`config.mk`:
```
export PLATFORM = sky130hd
export DESIGN_NAME = ff_bank
export DESIGN_NICKNAME = d
export VERILOG_FILES = /design/src/rtl/ff_pkg.sv /design/src/rtl/ff_cell.sv /design/src/rtl/ff_bank.sv
export SDC_FILE = /design/constraint.sdc
export NUM_CORES = 1
export LEC_CHECK = 0
export CORE_MARGIN = 3
export CORE_UTILIZATION = 40
export CTS_CLUSTER_DIAMETER = 40
export CTS_CLUSTER_SIZE = 20
export DETAILED_ROUTE_END_ITERATION = 10
export PLACE_DENSITY = 0.79
export SYNTH_ARGS = -nofsm -noshare
export SYNTH_HDL_FRONTEND = slang
export SYNTH_HIERARCHICAL = 1
export SYNTH_SLANG_ARGS = --single-unit
```
`constraint.sdc`:
```
create_clock -name clk -period 1.4 [get_ports clk]
set_input_delay 0.35 -clock clk [delete_from_list [all_inputs] [get_ports clk]]
set_output_delay 0.35 -clock clk [all_outputs]
set_load 0.05 [all_outputs]
```
`src/rtl/ff_pkg.sv`:
```
// ff_pkg: flip-flop mode encoding and single-bit next-state function shared by ff_bank
package ff_pkg;
  typedef enum logic [1:0] {FF_SR = 2'b00, FF_JK = 2'b01, FF_D = 2'b10, FF_T = 2'b11} ff_mode_e;
  function automatic logic ff_next(ff_mode_e mode, logic a, logic b, logic q);
    return mode == FF_D ? a :
           mode == FF_T ? a ^ q :
           (a && b)     ? (mode == FF_JK ? ~q : q) :
           a ? 1'b1 : b ? 1'b0 : q;
  endfunction
endpackage

```
`src/rtl/ff_cell.sv`:
```
// ff_cell: one channel (q, sticky err) of ff_bank; clk, rst_n, en, mode, a, b, clr_err in; q, err out
import ff_pkg::*;
module ff_cell #(
  parameter logic RST = 1'b0
) (
  input  logic       clk,
  input  logic       rst_n,
  input  logic       en,
  input  ff_mode_e   mode,
  input  logic       a,
  input  logic       b,
  input  logic       clr_err,
  output logic       q,
  output logic       err
);
  logic q_q, q_d, err_q, err_d;
  always_comb begin
    q_d   = en ? ff_next(mode, a, b, q_q) : q_q;
    err_d = clr_err ? 1'b0 : err_q | (en && mode == FF_SR && a && b);
  end
  always_ff @(posedge clk) begin
    if (!rst_n) begin
      q_q   <= RST;
      err_q <= 1'b0;
    end else begin
      q_q   <= q_d;
      err_q <= err_d;
    end
  end
  assign q   = q_q;
  assign err = err_q;
endmodule

```
`src/rtl/ff_bank.sv`:
```
// ff_bank: WIDTH SR/JK/D/T flip-flop channels with sticky illegal-SR flags; err_cnt exists only with FF_BANK_ERR_CNT_EN
import ff_pkg::*;
module ff_bank #(
  parameter int               WIDTH   = 8,
  parameter int               CNT_W   = 8,
  parameter logic [WIDTH-1:0] RST_VAL = '0
) (
  input  logic             clk,
  input  logic             rst_n,
  input  logic             en,
  input  logic [1:0]       mode,
  input  logic [WIDTH-1:0] a,
  input  logic [WIDTH-1:0] b,
  input  logic             clr_err,
  output logic [WIDTH-1:0] q,
  output logic [WIDTH-1:0] qb,
  output logic [WIDTH-1:0] err,
`ifdef FF_BANK_ERR_CNT_EN
  output logic [CNT_W-1:0] err_cnt,
`endif
  output logic             err_any
);
  ff_mode_e mode_e;
  assign mode_e = ff_mode_e'(mode);
  for (genvar i = 0; i < WIDTH; i++) begin : g_cell
    ff_cell #(.RST(RST_VAL[i])) u_cell (
      .clk(clk), .rst_n(rst_n), .en(en), .mode(mode_e), .a(a[i]), .b(b[i]),
      .clr_err(clr_err), .q(q[i]), .err(err[i])
    );
  end
  assign qb      = ~q;
  assign err_any = |err;
`ifdef FF_BANK_ERR_CNT_EN
  logic [CNT_W-1:0] err_cnt_q, err_cnt_d;
  logic             illegal;
  always_comb begin
    illegal   = en && mode_e == FF_SR && |(a & b);
    err_cnt_d = clr_err ? '0 : (illegal && err_cnt_q != '1) ? err_cnt_q + 1'b1 : err_cnt_q;
  end
  always_ff @(posedge clk) begin
    if (!rst_n) err_cnt_q <= '0;
    else        err_cnt_q <= err_cnt_d;
  end
  assign err_cnt = err_cnt_q;
`endif
endmodule
```
# Word level (Yosys, flattened, before mapping)
# Index checks and enable logic that the tools add are counted.
totals:
  out_inout_bits: 25
  inputBits: 22
  wordCells: 145
  reg_bits: 16
classes:
  muxes: 48
  reduce_logical: 44
  bitwise_logic: 26
  eq_ne: 11
op_table:
  columns: ["op", "n"]
  rows:
  - ["$mux W1", 48]
  - ["$reduce_bool A5 Y1", 8]
  - ["$ne A4 B4 Y1 const B", 7]
  - ["$logic_and A1 B1 Y1", 25]
  - ["$reduce_and A3 Y1", 8]
  - ["$not A1 Y1", 9]
  - ["$not A8 Y8", 1]
  - ["$or A1 B1 Y1", 8]
  - ["$reduce_or A8 Y1", 1]
  - ["$xor A1 B1 Y1", 8]
  - ["$eq A2 B2 Y1 const B", 2]
  - ["$ne A4 B2 Y1 const B", 1]
  - ["$eq A2 B1 Y1 const B", 1]
  - ["$logic_not A2 Y1", 1]
  - ["$reduce_or A2 Y1", 1]

# Logic depth before layout (Yosys ltp)
depth:
  depth_word: 5
  ltp_mapped: 4
  ltp_nobuf: 4

# Cells and area by module
# The synthesis kept the hierarchy.
modules_own_cells:
  columns: ["module", "cells_each", "area_per_inst_um2", "seq_area_each_um2", "n_inst"]
  rows:
  - ["ff_cell", 15, 120.1, 40.0, 8]
  - ["ff_bank", 11, 46.3, 0.0, 1]

# Worst setup path after synthesis
# OpenSTA, ideal clock, no wires.
synth_path:
  path_kind: "register to output"
  startpoint: "register g_cell[1].u_cell.err_q"
  endpoint: "output port err_any"
  arrival_time_ns: 1.119
  path_slack_ns: -0.069
  stages_incl_launch_ff: 3
  path_buffers: 0
  cell_sequence: "dfxtp_1 > nor4_1 > nand2_1"
synth_via:
  elab_chain_len: 1
synth_lines:
  columns: ["element", "line", "text"]
  rows:
  - ["from (decl)", "ff_cell.sv:16", "logic q_q, q_d, err_q, err_d;"]
  - ["from (signal assigned)", "ff_cell.sv:27", "err_q <= err_d;"]
  - ["$reduce_or A8 Y1", "ff_bank.sv:32", "assign err_any = |err;"]
  - ["to (decl)", "ff_bank.sv:21", "output logic err_any"]
# Every way passes these cells.

# Final worst setup path
layout_path:
  startpoint: "register g_cell[7].u_cell.err_q"
  endpoint: "output port err_any"
layout_via:
  elab_chain_len: 1
layout_lines:
  columns: ["element", "line"]
  rows:
  - ["from (decl)", "ff_cell.sv:16"]
  - ["from (signal assigned)", "ff_cell.sv:27"]
  - ["$reduce_or A8 Y1", "ff_bank.sv:32"]
# Every way passes these cells.

==> flow_metrics.py <==
metrics = {
    "power_and_ir_drop": {
        "peakVddDrop_v": 0.001269,
        "internal_power_mw": 1.016,
        "p_leak_nw": 0.8808,
        "pwr-share-comb_pct": 46.3,
        "clkPwrFrac_pct": 20.7,
        "p_switching_uw": 608.7,
        "p_sw_share_pct": 37.46,
        "power_density_nw_per_um2": 775.9,
        "p_seq_share_pct": 33.0,
    },
    "setup_path": {
        "start_kind": "flip-flop",
        "worstReg2RegStart": "g_cell[7].u_cell/q",
        "endpoint_kind": "primary output",
        "path_class": "flip-flop to primary output",
        "required_ns": 1.05,
        "r2r_slack_ns": 0.09,
        "endpoint": "err_any",
        "worstPathMaxFanout": 3,
        "arrival_ns": 1.30,
        "r2r_end": "g_cell[7].u_cell/q",
        "reg2regPathDepth": 4,
        "startpoint": "g_cell[7].u_cell/err",
    },
    "detailed_routing": {
        "routedWlPerCell_um": 21.25,
        "via_per_inst": 6.319,
        "drtIter0Drc": 100,
        "detail-route-antenna-nets": 0,
        "finalWirelength_mm": 4.867,
        "vias": 1447,
        "drcViolationCount": 0,
        "first_pass_iters": 6,
    },
    "logic_synthesis": {
        "ys_types": 13,
        "ys.flop_type": "dfxtp_1",
        "synth_top_cell_by_area": "dfxtp_1",
        "synthArstFlopShare_pct": 0,
        "synth_top_area_share_pct": 31.80,
        "syn_avg_cell_area_sq_um": 7.689,
        "yosysMostFrequentCell": "inv_1",
        "synth_area_sq_um": 1007,
        "synth_area_leaders": "dfxtp_1, nor2b_1, inv_1, a222oi_1, a41oi_1",
        "synthesis.instances": 131,
        "synth_common_cells": "inv_1, dfxtp_1, nor2b_1",
        "ys_ff_latch": 16,
        "yosysWarnings": 6,
        "synth_nets": 153,
        "yosysSeqAreaShare_pct": 31.80,
        "synth_enable_flop_cells": 0,
    },
    "grt": {
        "grt_use_total_pct": 27.42,
        "antenna_found_initial": 0,
        "grt_overflow": 0,
        "grt_pass1_vias": 1348,
        "grt_max_degree": 32,
        "grt_pass1_wl_mm": 6.706,
    },
    "clock_network": {
        "clk_path_buf_depth": 2,
        "htreeDepth": 1,
        "clock-root-buffer": "clkbuf_4",
        "clock_latency_ns": 0.30,
        "cts_buffers": 3,
        "cts_sinks": 16,
        "cts_tree": "done",
        "cts_hold_buf": 0,
        "clk_pin_slew_ns": 0.11,
    },
    "place": {
        "dp_cells": 220,
        "portBuffers": 46,
        "placed_area_sq_um": 1918,
        "gp_congestion": 0.7491,
        "post-dp-hpwl_mm": 2.484,
        "dp_slack_ns": -0.3826,
    },
    "timing": {
        "tightest_slew_ns": 0.4323,
        "rsz0062_at_grt": "true",
        "fin_worst_skew_ns": 0,
        "setup_viol": 2,
        "layout_setup_ws_ns": -0.2541,
        "holdWs_ns": 0.5909,
        "hold_viol": 0,
        "drv_slew": 0,
        "timing.slew.headroom_pct": 71.18,
        "layout_min_cycle_time_ns": 1.654,
        "post-route-period-util_pct": 118.1,
        "fmax_ghz": 0.6046,
    },
    "floorplanning": {
        "die_h_um": 56.18,
        "dieArea_sq_um": 3156,
        "die_x_um": 56.18,
        "rows": 17,
        "start_util_pct": 43.85,
        "fp.coreArea_sq_um": 2297,
        "ios": 47,
    },
    "layout": {
        "area_growth_pct": 108.0,
        "finalInstanceArea_sq_um": 2095,
        "drive_above_1_share_pct": 34.33,
        "fin_util_pct": 91.18,
        "fillers": 92,
        "multi_input_area_sq_um": 639.4,
        "antenna_cells": 0,
        "final-seq-area_sq_um": 341.6,
        "final_net_count": 224,
        "finalNonFillerCells": 229,
    },
    "status": {
        "status": "finished with violations",
        "violations": "negative setup slack",
    },
    "run": {
        "maxCapViolations": 0,
    },
    "worst_hold_path": {
        "min_path_type": "input pin to flip-flop",
    },
}
area by class of cell:
cell class / count / share of cell area (%)
inverter: 24 / 4.301
clock buffer: 4 / 1.732
timing repair buffer: 66 / 45.46
sequential: 16 / 16.31
tap: 28 / 1.673
multi-input combinational: 91 / 30.53
cells by family (layout without fill, tap and decap cells):
group	Yosys count	count (layout)	synth area share [%]
AO/OA/AOI/OAI	40	40	27.83
flip-flops	16	16	31.80
AND/OR/NAND/NOR	51	51	31.43
buffers and inverters	24	94	8.944
metal layers:
metal  part of all wire, %  GRT usage [%]
met3                    11          6.961
met5                     0              0
met2                    49          51.09
met4                   4.5          8.475
met1                    36          29.89
power groups by stage:
stage               sequential, mW  combinational, mW  clock [mW]
detailed placement           0.546              0.691           0
global route                 0.541              0.778       0.349
global placement             0.543              0.669           0
finish                       0.537              0.752       0.336
CTS                          0.532              0.710       0.329
floorplan                    0.613              0.225           0
cell usage in the layout (no fill, tap or decap):
| cell type | n |
|---|---|
| buf_12 | 27 |
| inv_1 | 24 |
| clkdlybuf4s50_1 | 17 |
| nor2b_1 | 14 |
| buf_4 | 14 |
| dfxtp_2 | 11 |
| a41oi_1 | 8 |
| nand2_1 | 8 |
| nand3b_1 | 8 |
| o21ai_1 | 8 |
| nand2b_1 | 8 |
| o22ai_1 | 8 |
| o21ai_0 | 8 |
| a222oi_1 | 8 |
| nor3b_1 | 7 |
| clkbuf_4 | 3 |
| dfxtp_1 | 3 |
| dlymetal6s2s_1 | 3 |
| nor4_4 | 2 |
| clkbuf_16 | 2 |
| nor2b_2 | 2 |
| dfxtp_4 | 2 |
| nand2_2 | 1 |
| clkbuf_8 | 1 |
| bufbuf_16 | 1 |
| nor3b_2 | 1 |
| clkbuf_2 | 1 |
| buf_6 | 1 |
registers in the layout, summed over array words and instances, names as in the netlist:
name and count:
g_cell.u_cell/err 8, g_cell.u_cell/q 8
timing repair:
item                                    in CTS  in global routing
gates cloned                                 1                  2
pin swaps                                    2                  3
resized for setup                            9                  8
endpoints found under the setup margin       7                  9
endpoints found under the hold margin        0                  0
buffers inserted                             2                  0
through the flow:
| step | power [mW] | setup TNS [ns] |
|---|---|---|
| final | 1.625 | -0.3470 |
| after global routing | 1.667 | -0.3875 |
| after CTS | 1.572 | -0.1475 |
| after detailed placement | 1.237 | -4.346 |
| after global placement | 1.212 | -3.394 |
| after floorplan | 0.8384 | 0 |
critical path, cell delays in order, from the launching register on:
cell,delay [ns]
dfxtp_1,0.41
nor4_4,0.31
nand2_2,0.11
buf_6,0.16
worst min path at each step:
stage                                  start                   end  slack, ns  cells past startpoint
after floorplan                      clr_err  g_cell[1].u_cell/err       0.42                      1
after global placement    g_cell[4].u_cell/q    g_cell[4].u_cell/q       0.59                      2
after detailed placement  g_cell[2].u_cell/q    g_cell[2].u_cell/q       0.60                      2
after CTS                 g_cell[2].u_cell/q    g_cell[2].u_cell/q       0.63                      2
after global routing                    a[0]    g_cell[0].u_cell/q       0.62                      4
final                                   a[0]    g_cell[0].u_cell/q       0.59                      4
Power figures use the tool's default switching activity.
